$ cat src/rtl/tug_pkg.sv
// Shared types and constants for the tug-of-war referee.
package tug_pkg;
  typedef enum logic [1:0] {PLAY, GAP, OVER} ref_state_t;
  typedef enum logic {SIDE_L, SIDE_R} side_t;
  localparam logic [9:0] LFSR_SEED = 10'h001;
endpackage

$ cat src/rtl/key_conditioner.sv
// Raw key synchronizer followed by a rising-edge detector; one press pulse per key press.
module key_conditioner
  import tug_pkg::*;
#(
  parameter int SYNC_STAGES = 2
) (
  input  logic Clock,
  input  logic Reset,
  input  logic key_raw,
  output logic press
);
  logic [SYNC_STAGES-1:0] sync_reg;
  logic                   edge_reg;

  generate
    for (genvar gi = 0; gi < SYNC_STAGES; gi++) begin : g_sync
      always_ff @(posedge Clock) begin
        if (Reset)        sync_reg[gi] <= 1'b0;
        else if (gi == 0) sync_reg[gi] <= key_raw;
        else              sync_reg[gi] <= sync_reg[(gi == 0) ? 0 : gi-1];
      end
    end
  endgenerate

  always_ff @(posedge Clock) begin
    if (Reset) edge_reg <= 1'b0;
    else       edge_reg <= sync_reg[SYNC_STAGES-1];
  end

  assign press = sync_reg[SYNC_STAGES-1] & ~edge_reg;
endmodule

$ cat src/rtl/tug_referee.sv
// Tug-of-war referee: rope position, round decisions, win pulses and match end.
// Optional CPU_PLAYER_EN makes the right side an LFSR-driven computer player.
module tug_referee
  import tug_pkg::*;
#(
  parameter int NUM_LEDS     = 9,
  parameter int SYNC_STAGES  = 2,
  parameter int MATCH_POINTS = 7,
  parameter int ROUND_GAP    = 4
) (
  input  logic                Clock,
  input  logic                Reset,
  input  logic                key_l,
  input  logic                key_r,
  input  logic [8:0]          cpu_speed,
  output logic [NUM_LEDS-1:0] leds,
  output logic                win_l,
  output logic                win_r,
  output logic                match_over
);
  localparam int CENTER = (NUM_LEDS - 1) / 2;
  localparam int POS_W  = $clog2(NUM_LEDS);
  localparam int CNT_W  = $clog2(MATCH_POINTS + 1);
  localparam int GAP_W  = $clog2(ROUND_GAP + 1);

  logic press_l, press_r, key_press_r;

  key_conditioner #(.SYNC_STAGES(SYNC_STAGES)) u_cond_l (
    .Clock(Clock), .Reset(Reset), .key_raw(key_l), .press(press_l)
  );
  key_conditioner #(.SYNC_STAGES(SYNC_STAGES)) u_cond_r (
    .Clock(Clock), .Reset(Reset), .key_raw(key_r), .press(key_press_r)
  );

`ifdef CPU_PLAYER_EN
  logic [9:0] lfsr_reg;
  logic       unused_key_press;
  always_ff @(posedge Clock) begin
    if (Reset) lfsr_reg <= LFSR_SEED;
    else       lfsr_reg <= {lfsr_reg[8:0], lfsr_reg[9] ^ lfsr_reg[6]};
  end
  assign press_r          = (lfsr_reg[8:0] < cpu_speed);
  assign unused_key_press = key_press_r;
`else
  logic unused_cpu_speed;
  assign press_r          = key_press_r;
  assign unused_cpu_speed = ^cpu_speed;
`endif

  ref_state_t       state_reg, state_next;
  side_t            winner_reg, winner_next;
  logic [POS_W-1:0] pos_reg, pos_next;
  logic [CNT_W-1:0] cnt_l_reg, cnt_l_next, cnt_r_reg, cnt_r_next;
  logic [GAP_W-1:0] gap_reg, gap_next;
  logic             win_l_reg, win_l_next, win_r_reg, win_r_next;

  always_ff @(posedge Clock) begin
    if (Reset) begin
      state_reg  <= PLAY;
      winner_reg <= SIDE_L;
      pos_reg    <= POS_W'(CENTER);
      cnt_l_reg  <= '0;
      cnt_r_reg  <= '0;
      gap_reg    <= '0;
      win_l_reg  <= 1'b0;
      win_r_reg  <= 1'b0;
    end else begin
      state_reg  <= state_next;
      winner_reg <= winner_next;
      pos_reg    <= pos_next;
      cnt_l_reg  <= cnt_l_next;
      cnt_r_reg  <= cnt_r_next;
      gap_reg    <= gap_next;
      win_l_reg  <= win_l_next;
      win_r_reg  <= win_r_next;
    end
  end

  always_comb begin
    state_next  = state_reg;
    winner_next = winner_reg;
    pos_next    = pos_reg;
    cnt_l_next  = cnt_l_reg;
    cnt_r_next  = cnt_r_reg;
    gap_next    = gap_reg;
    win_l_next  = 1'b0;
    win_r_next  = 1'b0;
    case (state_reg)
      PLAY: begin
        // Simultaneous presses cancel; only a lone press moves the rope.
        if (press_l && !press_r) begin
          if (pos_reg == POS_W'(NUM_LEDS - 1)) begin
            win_l_next  = 1'b1;
            cnt_l_next  = cnt_l_reg + 1'b1;
            pos_next    = POS_W'(CENTER);
            winner_next = SIDE_L;
            gap_next    = '0;
            state_next  = (cnt_l_reg == CNT_W'(MATCH_POINTS - 1)) ? OVER : GAP;
          end else begin
            pos_next = pos_reg + 1'b1;
          end
        end else if (press_r && !press_l) begin
          if (pos_reg == '0) begin
            win_r_next  = 1'b1;
            cnt_r_next  = cnt_r_reg + 1'b1;
            pos_next    = POS_W'(CENTER);
            winner_next = SIDE_R;
            gap_next    = '0;
            state_next  = (cnt_r_reg == CNT_W'(MATCH_POINTS - 1)) ? OVER : GAP;
          end else begin
            pos_next = pos_reg - 1'b1;
          end
        end
      end
      GAP: begin
        if (gap_reg == GAP_W'(ROUND_GAP - 1)) state_next = PLAY;
        else                                  gap_next   = gap_reg + 1'b1;
      end
      OVER:    ;
      default: state_next = PLAY;
    endcase
  end

  always_comb begin
    leds = '0;
    case (state_reg)
      PLAY:    leds = NUM_LEDS'(1) << pos_reg;
      OVER:    leds = (winner_reg == SIDE_L) ? NUM_LEDS'(1) << (NUM_LEDS - 1) : NUM_LEDS'(1);
      default: leds = '0;
    endcase
  end

  assign win_l      = win_l_reg;
  assign win_r      = win_r_reg;
  assign match_over = (state_reg == OVER);
endmodule

$ cat config.mk
export PLATFORM = sky130hd
export DESIGN_NAME = tug_referee
export DESIGN_NICKNAME = d
export VERILOG_FILES = /design/src/rtl/tug_pkg.sv /design/src/rtl/key_conditioner.sv /design/src/rtl/tug_referee.sv
export SDC_FILE = /design/constraint.sdc
export NUM_CORES = 1
export LEC_CHECK = 0
export CAP_MARGIN = 20
export CORE_MARGIN = 2
export CORE_UTILIZATION = 45
export DETAILED_ROUTE_END_ITERATION = 6
export HOLD_SLACK_MARGIN = 0.12
export PLACE_DENSITY = 0.7
export SETUP_SLACK_MARGIN = 0.1
export SLEW_MARGIN = 40
export SYNTH_ARGS = -nofsm -noshare
export SYNTH_HDL_FRONTEND = slang
export SYNTH_SLANG_ARGS = --single-unit
$ cat constraint.sdc
create_clock -name Clock -period 2.7 [get_ports Clock]
set_input_delay 0.405 -clock Clock [delete_from_list [all_inputs] [get_ports Clock]]
set_output_delay 0.405 -clock Clock [all_outputs]
set_load 0.005 [all_outputs]
==> flow_summary.toml, run 1 <==
[power_and_ir_drop]
comb_power_share = 0.150
cellPowerDensity_mw_per_mm2 = 469
seq_power_share = 0.502
leakagePower_nw = 0.665
sw_frac_of_total = 0.236
pwr-share-clk = 0.348
power_w = 0.000748
p_sw_w = 0.000177
internal_power_w = 0.000572
vdd_drop_max_uv = 363

[worst_setup_path]
slowest_delay_ps = 500
cp_slowest_cell = "clkdlybuf4s50_1"
crit_path_start_kind = "flip-flop"
rrSetupSlack_ps = 730
path_class = "flip-flop to output port"
crit_fanout = 8
critPathRequiredTime_ps = 2300
arrival_ps = 2030
cp-end-kind = "output port"
path_cells = "inv_1, ha_4, and3b_1, mux2i_1, nor2_1, clkdlybuf4s50_1"

[synthesis]
synth_area_sq_mm = 0.00135
synth_top_area_frac = 0.355
yosysTopAreaCell = "dfxtp_1"
yosysSeqAreaShare = 0.355
synth-seq-cells = 24
syn_nets = 185
synthArstFlopShare = 0
synth-edff-count = 0
synth_ff_type = "dfxtp_1"
synthTopCellsByArea = "dfxtp_1, ha_1, nor2b_1"
synth_cell_type_count = 38
yosysWarnings = 0
synth.avg_cell_area_sq_um = 8.67
netlist_instances = 156

[global_route]
grt_pass1_wl_microns = 4430
grt_max_degree = 16
grt_pass1_vias = 1039
antenna_found_initial = 0
track_usage = 0.166
grt_overflow_total = 0

[layout]
layout-drive-gt1-share = 0.0769
finish.instance_area_sq_mm = 0.00159
stdcell_count = 200
antennaDiodeCount = 0
largest_reg_flops = 4
layout.nets = 199
area_delta_synth_final_pct = 17.9

[clocking]
clkLatencyLatePin_ps = 320
path_clk_slew_ps = 130
cts_root_buf = "clkbuf_4"
htreeDepth = 1
cts_tree = "built"
cts_setup_buffers = 0
clkSinkCount = 24
cts_made_buffers = 3
cts_resized = 2
clk_path_buf_depth = 2
hold_buffers = 0

[placed_design]
placed_cells = 196
io_buffers = 15
place_area_sq_mm = 0.00152
gp_congestion = 0.763
dp_hpwl_microns = 1820

[routing]
wl_per_cell_microns = 12.5
vias_per_cell = 5.29
vias = 1057
drt_pass1_iterations = 4
totalWireLength_microns = 2490
first_iter_violations = 33
drt.antenna.violating_nets = 0
drc = 0

[floorplanning]
die-area_sq_mm = 0.00346
coreArea_sq_mm = 0.00281
die_h_microns = 58.8
ioPinCount = 25
die_w_microns = 58.8
rows = 19
start_util = 0.482

[sta]
setup_tns_ps = 0
min_period_over_period = 0.903
rsz0062_at_grt = "no"
slew_headroom = 0.615
hold_slack_ps = 453
drv_slew = 0
period_needed_ps = 2440
max_freq_mhz = 410
fin_skew_ps = 4.97
hold_viol_final = 0
finalSetupViolCount = 0
timing_worst_slew_pin_value_ps = 576

[job]
cap_violations = 0

[hold_path]
hold_class = "flip-flop to flip-flop"

[status]
status = "complete, no violations"
## cell usage in the layout, fill, tap and decap left out, drive strengths merged, types with 3 or more instances in the layout
cell	instances
a21oi	10
inv	10
xnor2	3
a31oi	3
o21ai	4
nand3	3
dfxtp	24
clkbuf	3
ha	16
nor2	16
nand2	6
nor2b	10
or3	4
and3b	3
or2	3
nor3	6
and2	3
clkdlybuf4s50	15
and3	5
nand4	3
## synthesized netlist by cell type (4+ instances only)
| master | count |
|---|---|
| buf_2 | 4 |
| nand2_1 | 6 |
| or3_1 | 4 |
| inv_1 | 10 |
| nor2b_1 | 10 |
| dfxtp_1 | 24 |
| nor2_1 | 16 |
| nor3_1 | 4 |
| a21oi_1 | 10 |
| ha_1 | 16 |
| and3_1 | 5 |
## worst paths after layout
| check | from | endpoint | cells after the start |
|---|---|---|---|
| setup / recovery | pos_reg[1] | leds[8] | 6 |
| hold / removal | u_cond_l.sync_reg[0] | u_cond_l.sync_reg[1] | 1 |
| setup reg to reg | u_cond_l.sync_reg[1] | pos_reg[3] | 6 |
| hold reg to reg | u_cond_l.sync_reg[0] | u_cond_l.sync_reg[1] | 1 |
## power by group through the flow
stage          clock, W  combinational (W)  sequential (W)
3_3_place_gp          0           0.000100        0.000381
6_report       0.000261           0.000112        0.000375
3_5_place_dp          0           0.000104        0.000382
4_1_cts        0.000269           0.000106        0.000374
2_1_floorplan         0          0.0000712        0.000376
5_1_grt        0.000280           0.000128        0.000377
## layer usage
metal | vias to the layer above | share of wire | GRT usage
met4 | 0 | 0.011 | 0.0487
li1 | 555 | - | -
met2 | 11 | 0.50 | 0.290
met1 | 486 | 0.46 | 0.200
met5 | - | 0 | 0
met3 | 5 | 0.028 | 0.0396
## critical path: cells and delay by family, from the launching register on
family | cells | cell delay, ps
buffers and inverters | 2 | 680
flip-flops | 1 | 380
AND/OR/NAND/NOR | 2 | 350
multiplexers | 1 | 90
adder cells (fa/ha/maj) | 1 | 200
## stage by stage
stage / util / worst slack [ps]
floorplan: - / 1000
global placement: 0.541 / 395
detailed placement: 0.541 / 350
CTS: 0.562 / 141
global route: 0.568 / 91.9
finish: 0.568 / 262
## cells by family after synthesis
logic type,count (synthesis),share of synthesized area
buffers and inverters,17,0.0509
DFF,24,0.355
muxes,2,0.0148
adders and majority gates,16,0.148
and+or+nand+nor,69,0.298
xor gates and xnor gates,5,0.0324
AOI/OAI and AO/OA,23,0.101
## final cells by class
type,count,area (sq um)
clock buffers,3,22.5
clock inverters,1,30.0
fillers,264,1210
inverters,10,37.5
multi-input cells,115,827
flip-flops and latches,24,480
well taps,31,38.8
repair buffers,16,158
Note: power is estimated with default switching activity, not from simulation.
==> inputs of run 2 (changes only) <==
Settings changed: SKIP_CTS_REPAIR_TIMING from default to 1.
==> run 2 against run 1 <==
Effect of this change: final cell count unchanged; flip-flop and latch count stayed put; via count grew 1.0%; highest routed layer unchanged; core utilization stayed put; die area is the same; clock skew about the same.
==> flow_summary.toml, run 2 (synthesis results as in run 1) <==
[status]
status = "complete, no violations"

[routing]
totalWireLength_microns = 2570
vias_per_cell = 5.34
vias = 1068
drt_pass1_iterations = 4
first_iter_violations = 30
drt.antenna.violating_nets = 0
wl_per_cell_microns = 12.9
drc = 0

[worst_setup_path]
arrival_ps = 2040
critPathRequiredTime_ps = 2300
cp-end-kind = "output port"
critical_path.top_delay_family = "buffers and inverters"
slowest_delay_ps = 500
crit_fanout = 8
path_class = "flip-flop to output port"
crit_path_start_kind = "flip-flop"
cp_slowest_cell = "clkdlybuf4s50_1"
critPathBufInv = 2
path_cells = "inv_1, ha_4, and3b_1, mux2i_1, nor2_1, clkdlybuf4s50_1"

[placed_design]
placed_cells = 196
place_area_sq_mm = 0.00152
gp_congestion = 0.763
dp_hpwl_microns = 1820
io_buffers = 15

[job]
cap_violations = 0

[clocking]
clkLatencyLatePin_ps = 320
cts_tree = "built"
htreeDepth = 1
cts_made_buffers = 3
clk_path_buf_depth = 2
clkSinkCount = 24
path_clk_slew_ps = 130
cts_root_buf = "clkbuf_4"

[sta]
hold_viol_final = 0
slew_headroom = 0.625
timing_worst_slew_pin_value_ps = 561
finalSetupViolCount = 0
min_period_over_period = 0.906
period_needed_ps = 2450
fin_skew_ps = 5.09
drv_slew = 0
rsz0062_at_grt = "no"
max_freq_mhz = 409

[floorplanning]
die_w_microns = 58.8
coreArea_sq_mm = 0.00281
die_h_microns = 58.8
rows = 19
start_util = 0.482
die-area_sq_mm = 0.00346
ioPinCount = 25

[layout]
layout.nets = 199
finish.instance_area_sq_mm = 0.00159
fin_util = 0.568
largest_reg_flops = 4
antennaDiodeCount = 0
layout-drive-gt1-share = 0.0769
layout_commonest_cell = "dfxtp_1"
final_cell_mix = "dfxtp_1, nor2_1, ha_1, clkdlybuf4s50_1"
area_delta_synth_final_pct = 17.9
stdcell_count = 200

[global_route]
grt_pass1_vias = 1038
track_usage = 0.164
grt_overflow_total = 0
grt_max_degree = 16
grt_pass1_wl_microns = 4390
antenna_found_initial = 0

[power_and_ir_drop]
leakagePower_nw = 0.665
vdd_drop_max_uv = 366
cellPowerDensity_mw_per_mm2 = 471

[hold_path]
hold_class = "flip-flop to flip-flop"
==> run 2: cell counts in the layout (fill, tap and decap cells not counted) <==
Identical to the previous run, type by type.
==> run 2: metrics by stage <==
stage               setup WS, ps  power [W]  hold WS (ps)  TNS (ps)
finish                       254   0.000751           453         0
detailed placement           350   0.000486           426         0
global route                98.8   0.000786           470         0
CTS                        -37.7   0.000748           459     -37.7
global placement             395   0.000481           417         0
floorplan                   1000   0.000447           414         0
==> run 2: worst paths after layout <==
check | from | end | slack [ps] | cells past startpoint
setup / recovery | pos_reg[1] | leds[8] | 250 | 6
hold / removal | u_cond_l.sync_reg[0] | u_cond_l.sync_reg[1] | 450 | 1
setup reg to reg | u_cond_l.sync_reg[1] | pos_reg[3] | 720 | 6
hold reg to reg | u_cond_l.sync_reg[0] | u_cond_l.sync_reg[1] | 450 | 1
==> run 2: worst reg2reg max path, stage by stage (launching register included) <==
cell     delay [ps]
dfxtp_1         330
nor2b_1         140
ha_1            380
or2_1           300
or4_1           390
and3b_1         200
nor4_2          180
==> run 2: power breakdown <==
group	internal [W]	switching, W	leakage [nW]
Combinational	0.0000580	0.0000554	0.442
Sequential	0.000363	0.0000121	0.195
Clock	0.000150	0.000112	0.0279
Total	0.000571	0.000180	0.665
==> run 2: cell type report <==
class	instances	area, sq um
clock buffer	3	22.5
clock inverter	1	30.0
fill	267	1210
inverter	10	37.5
multi-input combinational	115	827
sequential	24	480
tap	31	38.8
timing repair buffer	16	158
==> run 2: layer usage <==
layer  wire length (microns)  vias up  global-route usage
met5                       0        -                   0
li1                        -      554                   -
met4                      30        0              0.0487
met1                    1170      495               0.198
met3                      80        4              0.0396
met2                    1290       15               0.287
==> inputs of run 3 (changes only) <==
Settings changed: CORE_MARGIN 2 to default.
==> run 3 against run 2 <==
Effect of this change: worst setup slack improved by 32 ps; final cell count is the same; non-clock buffer count did not move; core utilization fell by 0.80 points; register-to-register slack is essentially flat; first-iteration DRC count is 20% lower; wire length decreased by 2.8%; largest power group unchanged.
==> flow_summary.toml, run 3 (synthesis results as in run 1) <==
[global_route]
grt_max_degree = 19
grt_overflow_total = 0
grt_pass1_vias = 1028
antenna_found_initial = 0
grt_pass1_wl_microns = 4470
track_usage = 0.175

[layout]
largest_reg_flops = 4
layout.nets = 199
finish.instance_area_sq_mm = 0.00157
stdcell_count = 200
area_delta_synth_final_pct = 16.2
antennaDiodeCount = 0
layout_commonest_cell = "dfxtp_1"
layout-drive-gt1-share = 0.0828
final_cell_mix = "dfxtp_1, nor2_1, ha_1, clkdlybuf4s50_1"
fillCellCount = 266

[routing]
wl_per_cell_microns = 12.5
vias = 1083
totalWireLength_microns = 2500
drc = 0
drt_pass1_iterations = 4
vias_per_cell = 5.42
first_iter_violations = 24
drt.antenna.violating_nets = 0

[sta]
hold_slack_ps = 453
slew_headroom = 0.564
timing_worst_slew_pin_value_ps = 652
fin_skew_ps = 19.3
period_needed_ps = 2410
finalSetupViolCount = 0
min_period_over_period = 0.894
hold_viol_final = 0
rsz0062_at_grt = "no"
drv_slew = 0
max_freq_mhz = 414
worst_slack_ps = 286

[worst_setup_path]
critPathRequiredTime_ps = 2300
crit_fanout = 8
arrival_ps = 2010
path_class = "flip-flop to output port"
rr_endpoint = "pos_reg[3]"
cp-end-kind = "output port"
rrSetupSlack_ps = 730
rr_worst_depth = 6
crit_path_start_kind = "flip-flop"
r2r-start = "u_cond_l.sync_reg[1]"

[power_and_ir_drop]
p_sw_w = 0.000173
internal_power_w = 0.000501
seq_power_share = 0.556
sw_frac_of_total = 0.257
leakagePower_nw = 0.657
comb_power_share = 0.161
power_w = 0.000675
vdd_drop_max_uv = 310
cellPowerDensity_mw_per_mm2 = 429
pwr-share-clk = 0.284

[floorplanning]
start_util = 0.482
die-area_sq_mm = 0.00323
ioPinCount = 25
die_h_microns = 56.8
die_w_microns = 56.8
rows = 19
coreArea_sq_mm = 0.00281

[placed_design]
placed_cells = 196
dpl_worst_slack_ps = 358
place_area_sq_mm = 0.00152
io_buffers = 15
dp_hpwl_microns = 1890
gp_congestion = 0.765

[clocking]
htreeDepth = 1
cts_root_buf = "clkbuf_4"
clkLatencyLatePin_ps = 320
clkSinkCount = 24
clk_path_buf_depth = 2
cts_made_buffers = 3
path_clk_slew_ps = 140
cts_tree = "built"

[hold_path]
hold_class = "flip-flop to flip-flop"
worstHoldStart = "u_cond_l.sync_reg[0]"
whs_endpoint = "u_cond_l.sync_reg[1]"
hold_depth = 1

[status]
status = "complete, no violations"

[job]
cap_violations = 0
run 3: how the worst max path moves through the flow:
stage / depth (start not counted) / slack [ps] / endpoint / start
4_1_cts: 6 / -30 / leds[0] / pos_reg[0]
3_3_place_gp: 6 / 400 / leds[0] / pos_reg[0]
3_5_place_dp: 6 / 360 / leds[0] / pos_reg[0]
6_report: 6 / 290 / leds[0] / pos_reg[0]
2_1_floorplan: 6 / 1000 / pos_reg[3] / u_cond_l.sync_reg[1]
5_1_grt: 6 / 150 / leds[0] / pos_reg[0]
run 3: layer usage:
metal	part of all wire	up-vias	global-route usage	routed length, microns
met1	0.46	508	0.215	1150
li1	-	557	-	-
met2	0.50	14	0.299	1250
met4	0.012	0	0.0627	31
met5	0	-	0	0
met3	0.030	4	0.0369	75
run 3: final cells by class:
class | instances | area [sq um] | share of cell area
Multi-Input combinational cell | 115 | 821 | 0.522
Timing Repair Buffer | 16 | 158 | 0.100
Inverter | 10 | 37.5 | 0.0239
Sequential cell | 24 | 480 | 0.306
Tap cell | 31 | 38.8 | 0.0247
Clock buffer | 4 | 36.3 | 0.0231
run 3: through the flow:
step / TNS (ps) / utilization
2_1_floorplan: 0 / -
3_3_place_gp: 0 / 0.541
3_5_place_dp: 0 / 0.541
4_1_cts: -32.5 / 0.554
5_1_grt: 0 / 0.560
6_report: 0 / 0.560
run 3: critical path, stage by stage (launching register included):
cell	delay, ps
dfxtp_1	400
inv_2	140
ha_4	180
nor3b_2	230
mux2i_1	110
nor2_1	120
clkdlybuf4s50_1	500
run 3: power groups by stage:
stage	logic (W)	registers (W)	clock network (W)
2_1_floorplan	0.0000712	0.000376	0
4_1_cts	0.000104	0.000374	0.000199
3_3_place_gp	0.000100	0.000381	0
6_report	0.000108	0.000375	0.000191
3_5_place_dp	0.000104	0.000382	0
5_1_grt	0.000122	0.000377	0.000209
